$ cat src/rtl/led_breathe_pwm_pkg.sv
// Shared constants for the LED breathing block: FSM phase codes and LFOSC divider.
// Latency: n/a (declarations only).
// Backpressure: n/a.
package led_breathe_pwm_pkg;

    // Pattern FSM phase encoding, also exported on the phase port
    localparam logic [1:0] PHASE_UP      = 2'd0;
    localparam logic [1:0] PHASE_HOLD_HI = 2'd1;
    localparam logic [1:0] PHASE_DOWN    = 2'd2;
    localparam logic [1:0] PHASE_HOLD_LO = 2'd3;

    // LFOSC frequency and the 1 Hz divide ratio used by the upstream tick divider
    localparam int unsigned LFOSC_HZ      = 32768;
    localparam int unsigned LFOSC_1HZ_DIV = LFOSC_HZ;

    // Bits needed to count 0..n-1, never less than one
    function automatic int unsigned cnt_width(input int unsigned n);
        return (n <= 1) ? 1 : $clog2(n);
    endfunction

endpackage

$ cat src/rtl/led_breathe_pwm_gen.sv
// PWM generator: free-running counter, duty latched at counter wrap, registered compare.
// Latency: pwm_out reflects duty one period after duty_in is sampled at the wrap edge.
// Backpressure: none; enable=0 freezes counter and duty and forces pwm_out low.
module pwm_gen
    import led_breathe_pwm_pkg::*;
#(
    parameter int PWM_BITS = 8
) (
    input  logic                clk,
    input  logic                reset,
    input  logic                enable,
    input  logic [PWM_BITS-1:0] duty_in,
    output logic                pwm_out
);

    localparam logic [PWM_BITS-1:0] MAX = {PWM_BITS{1'b1}};

    logic [PWM_BITS-1:0] r_pwm_cnt;
    logic [PWM_BITS-1:0] r_duty_eff;
    logic                r_led;

    // Counter, wrap-synchronous duty latch and LED compare; all frozen while disabled
    always_ff @(posedge clk) begin
        if (reset) begin
            r_pwm_cnt  <= '0;
            r_duty_eff <= '0;
            r_led      <= 1'b0;
        end else if (enable) begin
            r_pwm_cnt <= r_pwm_cnt + 1'b1;
            // Only change duty between periods so a period never mixes two duties
            if (r_pwm_cnt == MAX) begin
                r_duty_eff <= duty_in;
            end
            r_led <= (r_pwm_cnt < r_duty_eff);
        end else begin
            r_led <= 1'b0;
        end
    end

    assign pwm_out = r_led;

endmodule

$ cat src/rtl/led_breathe_pwm.sv
// LED breathing pattern: tick-driven ramp up / hold / ramp down / hold into a PWM duty.
// Latency: level/phase update on the tick edge; led follows after the next PWM wrap.
// Backpressure: none; ticks while enable=0 are dropped. Gamma map: LED_BREATHE_GAMMA_EN.
module led_breathe_pwm
    import led_breathe_pwm_pkg::*;
#(
    parameter int PWM_BITS   = 8,
    parameter int STEP       = 4,
    parameter int HOLD_TICKS = 16
) (
    input  logic                clk,
    input  logic                reset,
    input  logic                enable,
    input  logic                tick,
    output logic                led,
    output logic [PWM_BITS-1:0] level,
    output logic [1:0]          phase
);

    localparam int unsigned         HCW       = cnt_width(HOLD_TICKS);
    localparam logic [HCW-1:0]      HOLD_LAST = HCW'(HOLD_TICKS - 1);
    localparam logic [PWM_BITS-1:0] MAX       = {PWM_BITS{1'b1}};
    localparam logic [PWM_BITS:0]   MAX_W     = {1'b0, MAX};
    localparam logic [PWM_BITS:0]   STEP_W    = (PWM_BITS+1)'(STEP);
    localparam logic [PWM_BITS-1:0] STEP_N    = PWM_BITS'(STEP);

    logic [PWM_BITS-1:0] r_level;
    logic [1:0]          r_phase;
    logic [HCW-1:0]      r_hold_cnt;
    logic [PWM_BITS:0]   w_level_ext;
    logic [PWM_BITS-1:0] w_duty;

    // One spare bit so the saturation compares cannot wrap
    assign w_level_ext = {1'b0, r_level};

    // Pattern FSM: advances only on an enabled tick, saturating at 0 and MAX
    always_ff @(posedge clk) begin
        if (reset) begin
            r_phase    <= PHASE_UP;
            r_level    <= '0;
            r_hold_cnt <= '0;
        end else if (enable && tick) begin
            case (r_phase)
                PHASE_UP: begin
                    if (w_level_ext > (MAX_W - STEP_W)) begin
                        r_level    <= MAX;
                        r_hold_cnt <= '0;
                        r_phase    <= PHASE_HOLD_HI;
                    end else begin
                        r_level <= r_level + STEP_N;
                    end
                end
                PHASE_HOLD_HI: begin
                    if (r_hold_cnt == HOLD_LAST) begin
                        r_hold_cnt <= '0;
                        r_phase    <= PHASE_DOWN;
                    end else begin
                        r_hold_cnt <= r_hold_cnt + 1'b1;
                    end
                end
                PHASE_DOWN: begin
                    if (w_level_ext < STEP_W) begin
                        r_level    <= '0;
                        r_hold_cnt <= '0;
                        r_phase    <= PHASE_HOLD_LO;
                    end else begin
                        r_level <= r_level - STEP_N;
                    end
                end
                default: begin
                    if (r_hold_cnt == HOLD_LAST) begin
                        r_hold_cnt <= '0;
                        r_phase    <= PHASE_UP;
                    end else begin
                        r_hold_cnt <= r_hold_cnt + 1'b1;
                    end
                end
            endcase
        end
    end

`ifdef LED_BREATHE_GAMMA_EN
    // Perceptual map: level squared, keep the top half of the product
    logic [2*PWM_BITS-1:0] w_sq;
    assign w_sq   = {{PWM_BITS{1'b0}}, r_level} * {{PWM_BITS{1'b0}}, r_level};
    assign w_duty = w_sq[2*PWM_BITS-1:PWM_BITS];
`else
    // Linear map: the level is the duty
    assign w_duty = r_level;
`endif

    pwm_gen #(
        .PWM_BITS (PWM_BITS)
    ) u_pwm_gen (
        .clk     (clk),
        .reset   (reset),
        .enable  (enable),
        .duty_in (w_duty),
        .pwm_out (led)
    );

    assign level = r_level;
    assign phase = r_phase;

endmodule

$ cat config.mk
export PLATFORM = sky130hd
export DESIGN_NAME = led_breathe_pwm
export DESIGN_NICKNAME = d
export VERILOG_FILES = /design/src/rtl/led_breathe_pwm_pkg.sv /design/src/rtl/led_breathe_pwm_gen.sv /design/src/rtl/led_breathe_pwm.sv
export SDC_FILE = /design/constraint.sdc
export NUM_CORES = 1
export LEC_CHECK = 0
export BUFFER_PORTS_ARGS = -buffer_cell sky130_fd_sc_hd__buf_2
export CAP_MARGIN = 20
export CORE_UTILIZATION = 44
export CTS_BUF_LIST = sky130_fd_sc_hd__clkbuf_4
export DETAILED_ROUTE_END_ITERATION = 8
export PLACE_DENSITY = 0.59
export RECOVER_POWER = 25
export SYNTH_ARGS = -nofsm -noshare
export SYNTH_HDL_FRONTEND = slang
export SYNTH_SLANG_ARGS = --single-unit
$ cat constraint.sdc
create_clock -name clk -period 5 [get_ports clk]
set_input_delay 0.25 -clock clk [delete_from_list [all_inputs] [get_ports clk]]
set_output_delay 0.25 -clock clk [all_outputs]
set_load 0.05 [all_outputs]
After elaboration in Yosys (flattened, before gate mapping) --
Cells that the tools add are included. W data, S select, Z words.
Storage, ports and cells: output and inout bits 11, bits of input ports 4, word-level logic and storage cells 42, register bits after elaboration 31
Cells by class: bitwise gates (word level) 1, mux-type cells 12, reduce and logical (&&, ||, !) cells 9, $add $sub $neg 4, eq/ne operators 7, magnitude comparators 3
Operator list (count):
- $mux W8 | 2
- $pmux W8 S2 | 1
- $mux W4 | 3
- $add A8 B1 Y8 const B | 1
- $add A8 B3 Y8 const B | 1
- $eq A8 B8 Y1 const B | 1
- $gt A8 B8 Y1 const B | 1
- $lt A8 B3 Y1 const B | 1
- $lt A8 B8 Y1 | 1
- $mux W2 | 4
- $pmux W4 S2 | 1
- $sub A8 B3 Y8 const B | 1
- $ne A2 B2 Y1 const B | 3
- $pmux W2 S3 | 1
- $reduce_and A5 Y1 | 1
- $add A4 B1 Y4 const B | 1
- $eq A4 B4 Y1 const B | 1
- $reduce_and A2 Y1 | 2
- $reduce_and A3 Y1 | 1
- $reduce_bool A3 Y1 | 1
- $eq A2 B1 Y1 const B | 1
- $eq A2 B2 Y1 const B | 1
- $logic_not A2 Y1 | 1
- $reduce_bool A2 Y1 | 1
- 3 further kinds | 3

Longest topological paths before layout --
word-level depth 3, depth in mapped cells 8, mapped depth without buffers 7

Modules after synthesis --
Synthesis repeated with hierarchy kept, for this count alone.
Second synthesis, totals: cell total of the unflattened synthesis 225, area total of the unflattened synthesis 1931.9 µm²
By module, submodules not included:
- led_breathe_pwm | sequential area each 260.2 µm², area each 1008.5 µm², times used 1, cells each 125
- pwm_gen | sequential area each 340.3 µm², area each 923.4 µm², times used 1, cells each 100

Worst setup path before layout --
Ideal clock, no wire load.
path kind register -> register, start point reg r_level[2] (netlist: level[2]), end point reg r_hold_cnt[3], buffers on the path 0, data arrival time 2.051 ns, library setup time 0.066 ns, data required time 4.934 ns, slack 2.883 ns, clock period less this slack 2.117 ns, stages on the path, launching flop included 8, cell sequence dfxtp_1 inv_1 ha_1 nand2_1 a41o_1 nand3_4 or3_1 a21oi_2
Between the ends: longest elaborated chain between the ends 3, elaborated cells between the ends (all ways) 5, those cells by class order compare: 2; eq/ne: 2; reduce/logical: 1
RTL lines:
- from (decl) | line led_breathe_pwm.sv:27 | logic [PWM_BITS-1:0] r_level;
- from (signal assigned) | line led_breathe_pwm.sv:50 | r_level <= r_level + STEP_N;
- from (signal assigned) | line led_breathe_pwm.sv:67 | r_level <= r_level - STEP_N;
- $lt A8 B3 Y1 / $gt A8 B8 Y1 (equally long branches) | line led_breathe_pwm.sv:62, led_breathe_pwm.sv:45
- $ne A2 B2 Y1 (no source line)
- $reduce_and A3 Y1 (no source line) (*)
- to (signal assigned) | line led_breathe_pwm.sv:58 | r_hold_cnt <= r_hold_cnt + 1'b1;
- to (signal assigned) | line led_breathe_pwm.sv:75 | r_hold_cnt <= r_hold_cnt + 1'b1;
- to (decl) | line led_breathe_pwm.sv:29 | logic [HCW-1:0] r_hold_cnt;
Mark *: on every way between the ends. The rest lies on a longest branch, timed or not. A chain may end at the register's enable or synchronous reset.

Worst setup path after layout --
start point reg r_phase[0] (netlist: phase[0]), end point reg r_level[5] (netlist: level[5])
Between the ends: longest elaborated chain between the ends 3, elaborated cells between the ends (all ways) 5, those cells by class eq/ne: 1; mux: 1; reduce/logical: 3
RTL lines:
- from (decl) | line led_breathe_pwm.sv:28 | logic [1:0] r_phase;
- from (signal assigned) | line led_breathe_pwm.sv:39 | r_phase <= PHASE_UP;
- from (signal assigned) | line led_breathe_pwm.sv:48 | r_phase <= PHASE_HOLD_HI;
- from (signal assigned) | line led_breathe_pwm.sv:56 | r_phase <= PHASE_DOWN;
- $eq A2 B2 Y1 / $logic_not A2 Y1 (equally long branches) | line led_breathe_pwm.sv:43 | case (r_phase)
- $reduce_bool A2 Y1 (no source line)
- $reduce_and A2 Y1 (no source line)
Several ways; a longest one is shown, not always the timed one.

==> results_dict.tcl <==
set metrics [dict create \
    io_buffers 14 \
    drc 0 \
    synth_edf_count 0 \
    synth_area_um2 1770 \
    first_pass_iters 4 \
    clockBufferDepth 2 \
    utilization_pct 51.1 \
    clk_pin_slew_ns 0.09 \
    slew_headroom_pct 60.9 \
    worstSetupPathType "reg2reg" \
    power_density_nw_per_um2 254 \
    vias_per_cell 5.60 \
    dieArea_um2 4270 \
    slew_violations 0 \
    gp_congestion 0.866 \
    grt_overflow 0 \
    dp.cells 259 \
    finalHoldWorstSlack_ns 0.223 \
    num_vias 1495 \
    syn_avg_cell_area_um2 8.53 \
    synth_ff_type "dfxtp_1" \
    finalSetupViolations 0 \
    grt_pass1_vias 1400 \
    outcome "finished, final reports clean" \
    max_cap_violations 0 \
    ys_seq_area_share_pct 32.9 \
    clock_latency_ns 0.33 \
    nNetsFinal 237 \
    dp_hpwl_um 2580 \
    rsz0062_at_grt "false" \
    hp-class "in2reg" \
    grtUsageTotal_pct 19.7 \
    synth_nets 226 \
    required_ns 5.21 \
    grt_pass1_wl_um 6420 \
    cts_buffers 5 \
    yosys.area.top_type "dfxtp_1" \
    grt_start_max_net_pins 30 \
    antenna_found_initial 0 \
    fillers 386 \
    period_share_pct 42.9 \
    syn2layout_area_growth_pct 8.36 \
    instances_no_fill 267 \
    drive_gt1_share_pct 12.3 \
    coreArea_um2 3740 \
    wl_per_cell_um 13.5 \
    cts.sink_count 29 \
    cts.hold.buffers_added 0 \
    cp-start-kind "flip-flop" \
    skew_ns 0.00509 \
    tightest_slew_ns 0.589 \
    ys_types 48 \
    rows 22 \
    end_kind "flip-flop" \
    hold_violations 0 \
    cts_setup_buffers 0 \
    leakage_uw 0.000750 \
    min_period_ns 2.15 \
    cts-root-buf "clkbuf_4" \
    synth_top_cell_area_share_pct 32.9 \
    antenna_cells 0 \
    fp.dieW_um 65.3 \
    fin_total_pwr_uw 486 \
    ant_nets 0 \
    cts_max_level 2 \
    yosys_warnings 0 \
    synth_cells 207 \
    rrSetupSlack_ns 2.85 \
    critPathMaxFanout 18 \
    ir_drop_mv 0.184 \
    synthTopCellsByArea "dfxtp_1 (33%), ha_1 (11%), mux2i_1 (6.2%)" \
    crit_arrival_ns 2.35 \
    cts_resized 0 \
    cts_tree "yes" \
    max_freq_mhz 466 \
    die_y_um 65.3 \
    ys_ff_latch 29 \
    synth_common_cells "dfxtp_1 (29), nor2_1 (29), ha_1 (15), inv_1 (15), mux2i_1 (11)" \
    fin_tns_setup_ns 0 \
    async_flop_share_pct 0 \
    drt-total-wl_um 3600 \
    drt-initial-drc-count 171 \
    ios 15 \
    start_util_pct 47.2 \
]
-- path summary, 6_finish.rpt --
path	from	to	cells past startpoint
max	phase[0]$_SDFFE_PP0P_	level[5]$_SDFFE_PP0P_	7
min	enable	u_pwm_gen.pwm_out$_SDFF_PP0_	3
max reg2reg	phase[0]$_SDFFE_PP0P_	level[5]$_SDFFE_PP0P_	7
min reg2reg	u_pwm_gen.r_duty_eff[5]$_SDFFE_PP0P_	u_pwm_gen.r_duty_eff[5]$_SDFFE_PP0P_	2
-- metal layers --
layer	wire, µm	vias up	part of all wire (%)	GRT usage (%)
met1	1760	674	49	26.8
met4	48	0	1.3	7.61
li1	-	759	-	-
met3	221	7	6.1	5.90
met2	1570	55	44	28.9
met5	0	-	0	0
-- power breakdown --
part / internal, µW / total, µW / switching, µW
Combinational: 16.2 / 46.3 / 30.2
Sequential: 235 / 245 / 9.85
Clock: 109 / 194 / 84.6
-- logic make-up after synthesis --
logic type / after synthesis / share of synthesized area, %
AND/OR/NAND/NOR: 79 / 24.5
AO/OA/AOI/OAI: 43 / 16.9
flip-flops: 29 / 32.9
buffers and inverters: 25 / 6.45
adder cells (fa/ha/maj): 15 / 10.6
multiplexers: 11 / 6.24
XOR/XNOR: 5 / 2.48
-- worst max-delay path, stage by stage (launching register included) --
cell and delay [ns]:
dfxtp_1 0.34, inv_1 0.09, ha_1 0.53, o211ai_1 0.31
a41oi_2 0.36, o221ai_1 0.18, a21oi_1 0.16, nor2_1 0.04
-- stage by stage --
step / setup WS [ns] / area, µm²
2_1_floorplan: 2.88 / 1770
4_1_cts: 2.88 / 1920
6_report: 2.85 / 1910
3_3_place_gp: 2.93 / 1840
3_5_place_dp: 2.92 / 1840
5_1_grt: 2.64 / 1910
-- final cells by class --
| cell class | count | area [µm²] | area share (%) |
|---|---|---|---|
| timing repair buffer | 14 | 66.3 | 3.47 |
| tap | 48 | 60.1 | 3.14 |
| clock buffer | 6 | 45.0 | 2.35 |
| multi-input combinational | 153 | 1070 | 56.0 |
| inverter | 15 | 56.3 | 2.94 |
| clock inverter | 2 | 33.8 | 1.77 |
| sequential | 29 | 581 | 30.3 |
-- registers in the layout, summed over array words and instances (netlist names) --
name,count
level,7
u_pwm_gen.pwm_out,1
u_pwm_gen.r_pwm_cnt,8
r_hold_cnt,4
u_pwm_gen.r_duty_eff,7
phase,2
-- layout by cell type (no fill, tap or decap), types with 2 or more instances in the layout --
cell type | Yosys | routed
a211oi_1 | 3 | 3
a21o_1 | 3 | 3
a21oi_1 | 9 | 9
a221oi_1 | 4 | 4
and3_1 | 3 | 3
buf_2 | 4 | 11
clkbuf_1 | 3 | 3
clkbuf_4 | 0 | 6
dfxtp_1 | 29 | 29
ha_1 | 15 | 15
inv_1 | 15 | 15
mux2i_1 | 11 | 11
nand2_1 | 10 | 10
nand3_1 | 5 | 5
nand4_1 | 5 | 5
nor2_1 | 29 | 29
nor2b_1 | 2 | 2
nor3_1 | 3 | 3
nor3b_1 | 3 | 3
nor4bb_1 | 2 | 2
o21a_1 | 2 | 2
o21ai_0 | 10 | 10
o221ai_1 | 2 | 2
o31ai_1 | 3 | 3
or3_1 | 4 | 4
xor2_1 | 4 | 4
No activity file was read; power rests on OpenSTA's default activity.
